**src/rtl/cordic_cmd_ctrl_pkg.sv**
```systemverilog
// Shared definitions for the CORDIC command controller: engine mode codes,
// controller FSM states and the packed command word layout.
package cordic_cmd_ctrl_pkg;

    // Engine mode codes carried in cmd_mode / cordic_mode.
    typedef enum logic [1:0] {
        ModeCircular   = 2'd0,
        ModeLinear     = 2'd1,
        ModeHyperbolic = 2'd2
    } cordic_mode_e;

    // Controller sequencing states.
    typedef enum logic [1:0] {
        StIdle  = 2'd0,
        StIssue = 2'd1,
        StWait  = 2'd2,
        StResp  = 2'd3
    } state_e;

    // Width of the alpha / linear left-shift field for a given operand width.
    function automatic int unsigned shift_width(input int unsigned fixed_width);
        return $clog2(fixed_width) + 1;
    endfunction

    // Command word is packed MSB..LSB as {tag, shift, rot, mode, a, b}.
    function automatic int unsigned cmd_word_width(input int unsigned fixed_width,
                                                   input int unsigned tag_w);
        return tag_w + shift_width(fixed_width) + 1 + 2 + 2 * fixed_width;
    endfunction

endpackage

```
**src/rtl/cordic_cmd_fifo.sv**
```systemverilog
// Small synchronous FIFO for queued CORDIC commands. Depth must be a power of
// two so the pointers wrap naturally. Full/empty come straight from the
// occupancy register, so neither depends combinationally on push or pop.
module cordic_cmd_fifo #(
    parameter int unsigned WIDTH = 8,
    parameter int unsigned DEPTH = 2
) (
    input  logic             clk,
    input  logic             rst_n,
    input  logic             push,
    input  logic [WIDTH-1:0] wdata,
    input  logic             pop,
    output logic [WIDTH-1:0] rdata,
    output logic             full,
    output logic             empty
);

    localparam int unsigned PtrW = (DEPTH > 1) ? $clog2(DEPTH) : 1;
    localparam logic [PtrW:0] FullCnt = DEPTH[PtrW:0];

    logic [WIDTH-1:0] mem_q [DEPTH];
    logic [PtrW-1:0]  wr_ptr_q;
    logic [PtrW-1:0]  rd_ptr_q;
    logic [PtrW:0]    count_q;
    logic             do_push;
    logic             do_pop;

    assign do_push = push && !full;
    assign do_pop  = pop && !empty;
    assign full    = (count_q == FullCnt);
    assign empty   = (count_q == '0);
    assign rdata   = mem_q[rd_ptr_q];

    // Pointer and occupancy bookkeeping; simultaneous push and pop both take effect.
    always_ff @(posedge clk) begin
        if (!rst_n) begin
            wr_ptr_q <= '0;
            rd_ptr_q <= '0;
            count_q  <= '0;
        end else begin
            if (do_push) begin
                wr_ptr_q <= wr_ptr_q + 1'b1;
            end
            if (do_pop) begin
                rd_ptr_q <= rd_ptr_q + 1'b1;
            end
            count_q <= count_q + {{PtrW{1'b0}}, do_push} - {{PtrW{1'b0}}, do_pop};
        end
    end

    // Storage needs no reset: entries are only read after being written.
    always_ff @(posedge clk) begin
        if (do_push) begin
            mem_q[wr_ptr_q] <= wdata;
        end
    end

endmodule

```
**src/rtl/cordic_cmd_ctrl.sv**
```systemverilog
// Command sequencer for the iterative CORDIC engine. Queues commands, starts
// the engine one command at a time, holds its controls steady while it runs,
// and returns the tagged result (or a timeout marker) over a valid/ready port.
module cordic_cmd_ctrl
    import cordic_cmd_ctrl_pkg::*;
#(
    parameter int unsigned FIXED_WIDTH    = 16,
    parameter int unsigned TAG_W          = 2,
    parameter int unsigned CMD_DEPTH      = 2,
    parameter int unsigned TIMEOUT_CYCLES = 31
) (
    input  logic                         clk,
    input  logic                         rst_n,

    input  logic                         cmd_valid,
    output logic                         cmd_ready,
    input  logic [1:0]                   cmd_mode,
    input  logic                         cmd_rot,
    input  logic [$clog2(FIXED_WIDTH):0] cmd_shift,
    input  logic [FIXED_WIDTH-1:0]       cmd_a,
    input  logic [FIXED_WIDTH-1:0]       cmd_b,
    input  logic [TAG_W-1:0]             cmd_tag,

    output logic                         rsp_valid,
    input  logic                         rsp_ready,
    output logic [FIXED_WIDTH-1:0]       rsp_out1,
    output logic [FIXED_WIDTH-1:0]       rsp_out2,
    output logic [TAG_W-1:0]             rsp_tag,
    output logic                         rsp_timeout,

    output logic                         cordic_start,
    output logic [1:0]                   cordic_mode,
    output logic                         cordic_is_rotating,
    output logic [$clog2(FIXED_WIDTH):0] cordic_alpha,
    output logic [FIXED_WIDTH-1:0]       cordic_a,
    output logic [FIXED_WIDTH-1:0]       cordic_b,
    input  logic [FIXED_WIDTH-1:0]       cordic_out1,
    input  logic [FIXED_WIDTH-1:0]       cordic_out2,
    input  logic                         cordic_done,

    output logic                         busy
);

    localparam int unsigned ShW      = shift_width(FIXED_WIDTH);
    localparam int unsigned CmdW     = cmd_word_width(FIXED_WIDTH, TAG_W);
    localparam int unsigned CntW     = $clog2(TIMEOUT_CYCLES + 1);
    localparam int unsigned OffB     = 0;
    localparam int unsigned OffA     = FIXED_WIDTH;
    localparam int unsigned OffMode  = 2 * FIXED_WIDTH;
    localparam int unsigned OffRot   = OffMode + 2;
    localparam int unsigned OffShift = OffRot + 1;
    localparam int unsigned OffTag   = OffShift + ShW;
    localparam logic [CntW-1:0] LastCnt = CntW'(TIMEOUT_CYCLES - 1);

    state_e state_q, state_d;
    logic [CntW-1:0] cnt_q, cnt_d;

    logic [CmdW-1:0] fifo_wdata;
    logic [CmdW-1:0] fifo_rdata;
    logic            fifo_push;
    logic            fifo_pop;
    logic            fifo_full;
    logic            fifo_empty;

    logic                   cap_done;
    logic                   cap_timeout;
    logic                   rsp_clear;

    logic [1:0]             op_mode_q;
    logic                   op_rot_q;
    logic [ShW-1:0]         op_shift_q;
    logic [FIXED_WIDTH-1:0] op_a_q;
    logic [FIXED_WIDTH-1:0] op_b_q;
    logic [TAG_W-1:0]       op_tag_q;

    logic                   rsp_valid_q;
    logic [FIXED_WIDTH-1:0] rsp_out1_q;
    logic [FIXED_WIDTH-1:0] rsp_out2_q;
    logic [TAG_W-1:0]       rsp_tag_q;
    logic                   rsp_timeout_q;

    assign fifo_wdata = {cmd_tag, cmd_shift, cmd_rot, cmd_mode, cmd_a, cmd_b};
    assign fifo_push  = cmd_valid && cmd_ready;
    assign cmd_ready  = !fifo_full;

    cordic_cmd_fifo #(
        .WIDTH (CmdW),
        .DEPTH (CMD_DEPTH)
    ) u_cmd_fifo (
        .clk   (clk),
        .rst_n (rst_n),
        .push  (fifo_push),
        .wdata (fifo_wdata),
        .pop   (fifo_pop),
        .rdata (fifo_rdata),
        .full  (fifo_full),
        .empty (fifo_empty)
    );

    // Next-state, pop and capture decisions for the sequencer.
    always_comb begin
        state_d     = state_q;
        cnt_d       = cnt_q;
        fifo_pop    = 1'b0;
        cap_done    = 1'b0;
        cap_timeout = 1'b0;
        rsp_clear   = 1'b0;
        case (state_q)
            StIdle: begin
                if (!fifo_empty) begin
                    fifo_pop = 1'b1;
                    state_d  = StIssue;
                end
            end
            StIssue: begin
                cnt_d   = '0;
                state_d = StWait;
            end
            StWait: begin
                cnt_d = cnt_q + 1'b1;
                if (cordic_done) begin
                    cap_done = 1'b1;
                    state_d  = StResp;
                end else if (cnt_q == LastCnt) begin
                    cap_timeout = 1'b1;
                    state_d     = StResp;
                end
            end
            StResp: begin
                if (rsp_ready) begin
                    rsp_clear = 1'b1;
                    // Go straight to the next command without an idle bubble.
                    if (!fifo_empty) begin
                        fifo_pop = 1'b1;
                        state_d  = StIssue;
                    end else begin
                        state_d = StIdle;
                    end
                end
            end
            default: state_d = StIdle;
        endcase
    end

    // Sequencer state and WAIT-cycle counter.
    always_ff @(posedge clk) begin
        if (!rst_n) begin
            state_q <= StIdle;
            cnt_q   <= '0;
        end else begin
            state_q <= state_d;
            cnt_q   <= cnt_d;
        end
    end

    // Operation registers: loaded only on pop so engine controls stay stable while it runs.
    always_ff @(posedge clk) begin
        if (!rst_n) begin
            op_mode_q  <= '0;
            op_rot_q   <= 1'b0;
            op_shift_q <= '0;
            op_a_q     <= '0;
            op_b_q     <= '0;
            op_tag_q   <= '0;
        end else if (fifo_pop) begin
            op_b_q     <= fifo_rdata[OffB +: FIXED_WIDTH];
            op_a_q     <= fifo_rdata[OffA +: FIXED_WIDTH];
            op_mode_q  <= fifo_rdata[OffMode +: 2];
            op_rot_q   <= fifo_rdata[OffRot];
            op_shift_q <= fifo_rdata[OffShift +: ShW];
            op_tag_q   <= fifo_rdata[OffTag +: TAG_W];
        end
    end

    // Response registers: captured on done or timeout, held until accepted.
    always_ff @(posedge clk) begin
        if (!rst_n) begin
            rsp_valid_q   <= 1'b0;
            rsp_out1_q    <= '0;
            rsp_out2_q    <= '0;
            rsp_tag_q     <= '0;
            rsp_timeout_q <= 1'b0;
        end else if (cap_done) begin
            rsp_valid_q   <= 1'b1;
            rsp_out1_q    <= cordic_out1;
            rsp_out2_q    <= cordic_out2;
            rsp_tag_q     <= op_tag_q;
            rsp_timeout_q <= 1'b0;
        end else if (cap_timeout) begin
            rsp_valid_q   <= 1'b1;
            rsp_out1_q    <= '0;
            rsp_out2_q    <= '0;
            rsp_tag_q     <= op_tag_q;
            rsp_timeout_q <= 1'b1;
        end else if (rsp_clear) begin
            rsp_valid_q <= 1'b0;
        end
    end

    assign rsp_valid          = rsp_valid_q;
    assign rsp_out1           = rsp_out1_q;
    assign rsp_out2           = rsp_out2_q;
    assign rsp_tag            = rsp_tag_q;
    assign rsp_timeout        = rsp_timeout_q;

    assign cordic_start       = (state_q == StIssue);
    assign cordic_mode        = op_mode_q;
    assign cordic_is_rotating = op_rot_q;
    assign cordic_alpha       = op_shift_q;
    assign cordic_a           = op_a_q;
    assign cordic_b           = op_b_q;

    assign busy               = !fifo_empty || (state_q != StIdle);

endmodule

```
**config.mk**
```make
export PLATFORM = sky130hd
export DESIGN_NAME = cordic_cmd_ctrl
export DESIGN_NICKNAME = d
export VERILOG_FILES = /design/src/rtl/cordic_cmd_ctrl_pkg.sv /design/src/rtl/cordic_cmd_fifo.sv /design/src/rtl/cordic_cmd_ctrl.sv
export SDC_FILE = /design/constraint.sdc
export NUM_CORES = 1
export LEC_CHECK = 0
export BUFFER_PORTS_ARGS = -buffer_cell sky130_fd_sc_hd__buf_2
export CAP_MARGIN = 20
export CORE_AREA = 8 8 136 138
export DETAILED_ROUTE_END_ITERATION = 8
export DIE_AREA = 0 0 144 146
export PLACE_DENSITY_LB_ADDON = 0.25
export SLEW_MARGIN = 25
export SYNTH_ARGS = -nofsm -noshare
export SYNTH_HDL_FRONTEND = slang
export SYNTH_SLANG_ARGS = --single-unit
```
**constraint.sdc**
```tcl
create_clock -name clk -period 3.85 [get_ports clk]
set_clock_uncertainty 0.05 [all_clocks]
set_input_delay 0.5775 -clock clk [delete_from_list [all_inputs] [get_ports clk]]
set_output_delay 0.5775 -clock clk [all_outputs]
set_load 0.01 [all_outputs]
```
### Yosys cells after proc, flatten, opt, wreduce, memory -nomap -nowiden

Memory sizes are Yosys's and may differ from the RTL's. A register that Yosys moved wholly into a read port is not among the register bits.
Cells that the tools add are included.

| cells by class | value |
|---|---|
| reduce and logical (&&, ||, !) cells | 15 |
| add/sub/neg operators | 5 |
| equality and inequality tests | 8 |
| bitwise operators | 1 |
| muxes and demuxes | 27 |

Operators by type and width:

| operator | count |
|---|---|
| 2-to-1 mux 16 bit | 3 |
| 2-to-1 mux 1 bit | 15 |
| 2-to-1 mux 2 bit | 6 |
| case mux 5 bit (2 select lines) | 1 |
| case mux 2 bit (4 select lines) | 1 |
| == test 2 bit, second input constant | 3 |
| nonzero test 2 bit | 3 |
| adder 5 x 1 -> 5 bit, second input constant | 1 |
| == test 5 bit, second input constant | 1 |
| logical NOT 2 bit | 2 |
| != test 2 bit, second input constant | 2 |
| logical AND 1 bit | 3 |
| logical NOT 1 bit | 3 |
| != test 3 bit, second input constant | 1 |
| AND reduction 3 bit | 1 |
| nonzero test 3 bit | 1 |
| adder 1 bit, second input constant | 2 |
| adder 2 x 1 -> 2 bit | 1 |
| == test 2 x 1 -> 1 bit, second input constant | 1 |
| case mux 1 bit (2 select lines) | 1 |
| OR reduction 2 bit | 1 |
| subtractor 2 x 1 -> 2 bit | 1 |
| logical OR 1 bit | 1 |
| NOT 1 bit | 1 |

| word-level totals | value |
|---|---|
| register bits after elaboration | 47 |
| memory bits (writable) | 84 |
| word-level logic and storage cells | 67 |
| memories kept | 1 |

Memories:

| name | words | width | rd ports | clocked after memory_dff | wr ports | line | source |
|---|---|---|---|---|---|---|---|
| u_cmd_fifo.mem_q | 2 | 42 | 1 | 1 | 1 | cordic_cmd_fifo.sv:21 | `logic [WIDTH-1:0] mem_q [DEPTH];` |

### Longest topological paths before layout

| depth | value |
|---|---|
| depth after elaboration | 6 |
| gate-level depth with buffers | 11 |

### Hierarchy

From an unflattened synthesis, not the netlist that was laid out.

| second synthesis, totals | value |
|---|---|
| cell total of the unflattened synthesis | 498 |
| area, all modules | 6784.0 sq um |

By module, submodules not included:

| module | times used | area an instance (sq um) | cells an instance |
|---|---|---|---|
| cordic_cmd_fifo | 1 | 3470.8 | 158 |
| cordic_cmd_ctrl | 1 | 3313.2 | 340 |

### Least setup slack after synthesis

OpenSTA, ideal clock, no wires.

| path | value |
|---|---|
| path kind | register to register |
| start | reg state_q[0] |
| end | reg u_cmd_fifo.count_q[1] |
| buffers on the path | 1 |
| data required time | 3668 ps |
| clock period less this slack | 2360 ps |
| data arrival time | 2178 ps |
| cell stages (with the launch flop) | 12 |
| path slack | 1490 ps |
| cells stage by stage | dfxtp_1 -> inv_1 -> ha_1 -> o21bai_1 -> nor2_2 -> buf_2 -> ha_1 -> inv_1 -> ha_1 -> xor2_1 -> and2_1 -> nor3_1 |

| on the way | value |
|---|---|
| longest elaborated chain between the ends | 4 |
| elaborated cells between the ends (all ways) | 5 |
| those cells by class | add/sub (1); eq/ne (1); mux (1); reduce/logical (2) |

RTL lines:

| item | line | source |
|---|---|---|
| start: declaration | cordic_cmd_ctrl.sv:55 | `state_e state_q, state_d;` |
| start signal: assignment | cordic_cmd_ctrl.sv:148 | `state_q <= StIdle;` |
| start signal: assignment | cordic_cmd_ctrl.sv:151 | `state_q <= state_d;` |
| == test 2 bit / logical NOT 2 bit (equally long branches) | cordic_cmd_ctrl.sv:108 | `case (state_q)` |
| case mux 1 bit (2 select lines) (*) | cordic_cmd_ctrl.sv:108 |  |
| logical AND 1 bit (*) | cordic_cmd_fifo.sv:29 | `assign do_pop = pop && !empty;` |
| net u_cmd_fifo.do_pop | cordic_cmd_fifo.sv:26 | `logic do_pop;` |
| subtractor 2 x 1 -> 2 bit (*) | cordic_cmd_fifo.sv:47 | `count_q <= count_q + {{PtrW{1'b0}}, do_push} - {{PtrW{1'b0}}, do_pop};` |
| end signal: assignment | cordic_cmd_fifo.sv:47 |  |
| end: declaration | cordic_cmd_fifo.sv:24 | `logic [PtrW:0] count_q;` |

Mark *: on every way through the listed nets, which the timed path passes. The rest lies on a longest branch.
A chain may end at the register's enable or synchronous reset.

### Final worst setup path

| path | value |
|---|---|
| start | reg state_q[0] |
| end | reg u_cmd_fifo.count_q[1] |

| on the way | value |
|---|---|
| longest elaborated chain between the ends | 4 |
| elaborated cells between the ends (all ways) | 5 |
| those cells by class | add/sub (1); eq/ne (1); mux (1); reduce/logical (2) |

RTL lines:

| item | line |
|---|---|
| == test 2 bit / logical NOT 2 bit (equally long branches) | cordic_cmd_ctrl.sv:108 |
| case mux 1 bit (2 select lines) (*) | cordic_cmd_ctrl.sv:108 |
| logical AND 1 bit (*) | cordic_cmd_fifo.sv:29 |
| subtractor 2 x 1 -> 2 bit (*) | cordic_cmd_fifo.sv:47 |

Every way passes the cells marked *; elsewhere a longest branch is shown, timed or not.

==> summary.md <==
| Metric | Value |
|---|---|
| Status | finished clean |
| P_leak | 3.067 nW |
| Final instance area | 0.007726 mm^2 |
| Final Util | a little under half |
| Worst VDD drop | roughly 0.00042 V |
| XOR/XNOR Fraction of Synth Area | less than 1% |
| Max Fclk | between 400 and 500 MHz |
| Largest net degree at the start of global routing | 49 |
| Avg WL per Cell | between 15 and 20 um |
| Synth Flop Type | dfxtp_1 |
| Synth Area in Simple Gates | approximately 2.6% |
| Pre-CTS WS | about 1.4 ns |
| Placer Congestion | around 0.83 |
| Placed Cells | between 700 and 800 |
| Hold WS | just under 0.3 ns |
| 1st-pass router iterations | 4 |
| Post-CTS resize count | 0 |
| Critical path fanouts, max | 8 |
| Sequential area share after synthesis | 68.54% |
| Cts bufs inserted | 17 |
| Layout Cells excl Fill | 823 |
| Routed vias | 4079 |
| Tightest Pin Transition | between 0.9 and 1 ns |
| Worst r2r src | state_q[0] |
| Post-Synthesis Cells | roughly 440 |
| Req. time, crit path | around 4.1 ns |
| Area delta synth->final | 23.03% |
| Nature of the critical path endpoint | flip-flop |
| Share of layout cells above drive strength 1 | 32.34% |
| # DRC | 0 |
| RSZ-0062 raised after global routing | no |
| Dpl cell area | roughly 0.007 mm^2 |
| Clock sink count | between 150 and 200 |
| Max_slew headroom | a little over a third |
| Total track usage | roughly 13% |
| Mean post-synth cell area | roughly 14 um^2 |
| Min-Delay Endpoint | u_cmd_fifo.mem_q[1][9] |
| CP arrival | between 2 and 3 ns |
| DRT iter0 DRCs | 167 |
| Final Slew Violations | 0 |
| Syn Nets | roughly 530 |
| H-tree depth | 4 |
| Clock latency on the worst-skew pair | 0.42 ns |
| EDFF count, synth | 84 |
| Crit path cell chain | inv_1, ha_1, o21bai_1, nor2_4, ha_1, inv_1, ha_1, xor2_1, and2_1, nor3_1 |
| Leading cell types in the layout, fill and taps excluded | 157 x buf_2, 88 x dfxtp_1, 84 x edfxtp_1 |
| Max stage delay on crit path | roughly 0.42 ns |
| Num rows | 47 |
| Hold path startpoint | cmd_b[9] |
| Setup_tns | 0 ns |
| Number of max-cap violations | 0 |
| Max clock buf depth | 2 |
| Reg2reg path depth | 10 |
| R2R setup slack | 1.54 ns |
| Synth Register Bits | roughly 170 |
| Final net count | slightly below 700 |
| Worst path slowest cell | dfxtp_1 |
| Most common cell after layout, fill and taps aside | buf_2 |
| Reg clk slew, reported paths | approximately 0.06 ns |
| Vias per inst | 4.956 |
| Post-DP HPWL | 9464 um |
| Ant. Diodes | 0 |
| First-pass GRT wire length | 21900 um |
| Most frequent CP cell | ha_1 |
| Grt ovf | 0 |
| CTS tree | done |
| Die area | roughly 0.021 mm^2 |
| Hold buffer count at CTS | 0 |
| # IOs | around 160 |
| Startpoint types | flip-flop |
| PwrDens | approximately 760 mW/mm^2 |
| Starting Density | a little under 40% |
| Hold path depth | 1 |
| Die width | 144 um |
| Setup violators final | 0 |
| IO buf count | 157 |
| Mux cell area share after synthesis | under 10% |
| Final wirelength | 14390 um |
| Vias in the first global route | approximately 4200 |
| Synthesized area | ~0.0063 mm^2 |
| Hold Crit Class | input pin to flip-flop |
| Critical R2R Capture | u_cmd_fifo.count_q[1] |
| Initial antenna violation count | 0 |
| Tcrit/Tclk final | between 50% and 60% |
| Clk root buf | clkbuf_16 |
| Post-synthesis compound-gate area fraction | around 15% |
| Largest family of logic cells by synthesized area | compound AO/OA/AOI/OAI gates |
| Distinct cells, synth | 39 |
| Fraction of registers with async set or reset after synthesis | 0% |
| Total power | between 5 and 6 mW |
| Number of fill cells | ~1500 |
| Crit Path Category | flip-flop to flip-flop |
| Yosys warns | 0 |
| Final hold vios | 0 |
| Post-route ant nets | 0 |
| Final Worst Setup Slack | 1.543 ns |
| Adder-Cell Fraction of Synth Area | 1.793% |
| Setup Fix Bufs, Post-CTS | 0 |
| Floorplan die height | 146 um |
| Fin crit period | 2.307 ns |
| Core area | between 0.015 and 0.02 mm^2 |
[routing by layer]
| layer | up-vias | track usage, % | part of all wire [%] |
|---|---|---|---|
| met4 | 0 | 4.734 | 1.5 |
| li1 | 1976 | - | - |
| met1 | 1939 | 14.89 | 42 |
| met3 | 15 | 5.807 | 9.1 |
| met2 | 149 | 22.45 | 47 |
| met5 | - | 0 | 0 |
[cell usage after synthesis, types with 3 or more instances]
library cell,count,area (um^2)
dfxtp_1,89,1782
edfxtp_1,84,2522
a21oi_1,48,240.2
mux2i_1,46,460.4
a211oi_1,43,322.8
a22o_1,32,280.3
buf_2,11,55.05
nand2_1,11,41.29
inv_1,10,37.54
ha_1,9,112.6
buf_6,7,78.83
clkbuf_1,7,26.28
buf_4,6,45.04
nor2_1,6,22.52
xor2_1,4,35.03
and2_1,3,18.77
[worst max-delay path, delay by kind of cell (launching register included)]
kind | cells | cell delay [ns]
fa+ha+maj | 3 | 0.79
flops | 1 | 0.42
simple gates | 3 | 0.30
compound gates | 1 | 0.25
xor+xnor | 1 | 0.17
buf+inv | 2 | 0.17
[state kept, by name, indices dropped and copies added (netlist names)]
signal,cells
cordic_mode,2
cordic_is_rotating,1
rsp_tag,2
cordic_alpha,5
op_tag_q,2
cordic_b,16
rsp_out1,16
u_cmd_fifo.mem_q,84
rsp_timeout,1
u_cmd_fifo.wr_ptr_q,1
rsp_out2,16
cnt_q,5
rsp_valid,1
u_cmd_fifo.count_q,2
u_cmd_fifo.rd_ptr_q,1
state_q,2
cordic_a,16
[area by class of cell]
class | count | area, um^2 | area share (%)
clock inverter | 6 | 61.31 | 0.7935
inverter | 10 | 38.79 | 0.5020
multi-input combinational | 228 | 1747 | 22.61
tap | 220 | 275.3 | 3.563
sequential | 173 | 4305 | 55.72
timing repair buffer | 160 | 808.3 | 10.46
clock buffer | 26 | 490.5 | 6.348
[power breakdown]
group,internal (mW),switching [mW],leakage [nW]
clock network,0.946,0.659,0.272
logic,0.684,1.06,1.28
registers,2.32,0.218,1.51
[how the worst max path moves through the flow]
stage / startpoint / end / depth (start not counted)
global placement: state_q[0] / cordic_b[9] / 5
global route: state_q[0] / u_cmd_fifo.count_q[1] / 10
CTS: state_q[0] / cordic_a[9] / 5
finish: state_q[0] / u_cmd_fifo.count_q[1] / 10
floorplan: state_q[0] / u_cmd_fifo.count_q[1] / 11
detailed placement: state_q[0] / cordic_a[0] / 5
[kinds of logic (layout without fill, tap and decap cells)]
family	after synthesis	count (layout)
DFF	173	173
AOI/OAI and AO/OA	136	136
muxes	46	46
buffers and inverters	42	202
and+or+nand+nor	33	33
adders and majority gates	9	9
xor gates and xnor gates	4	4
Power figures use the tool's default switching activity.
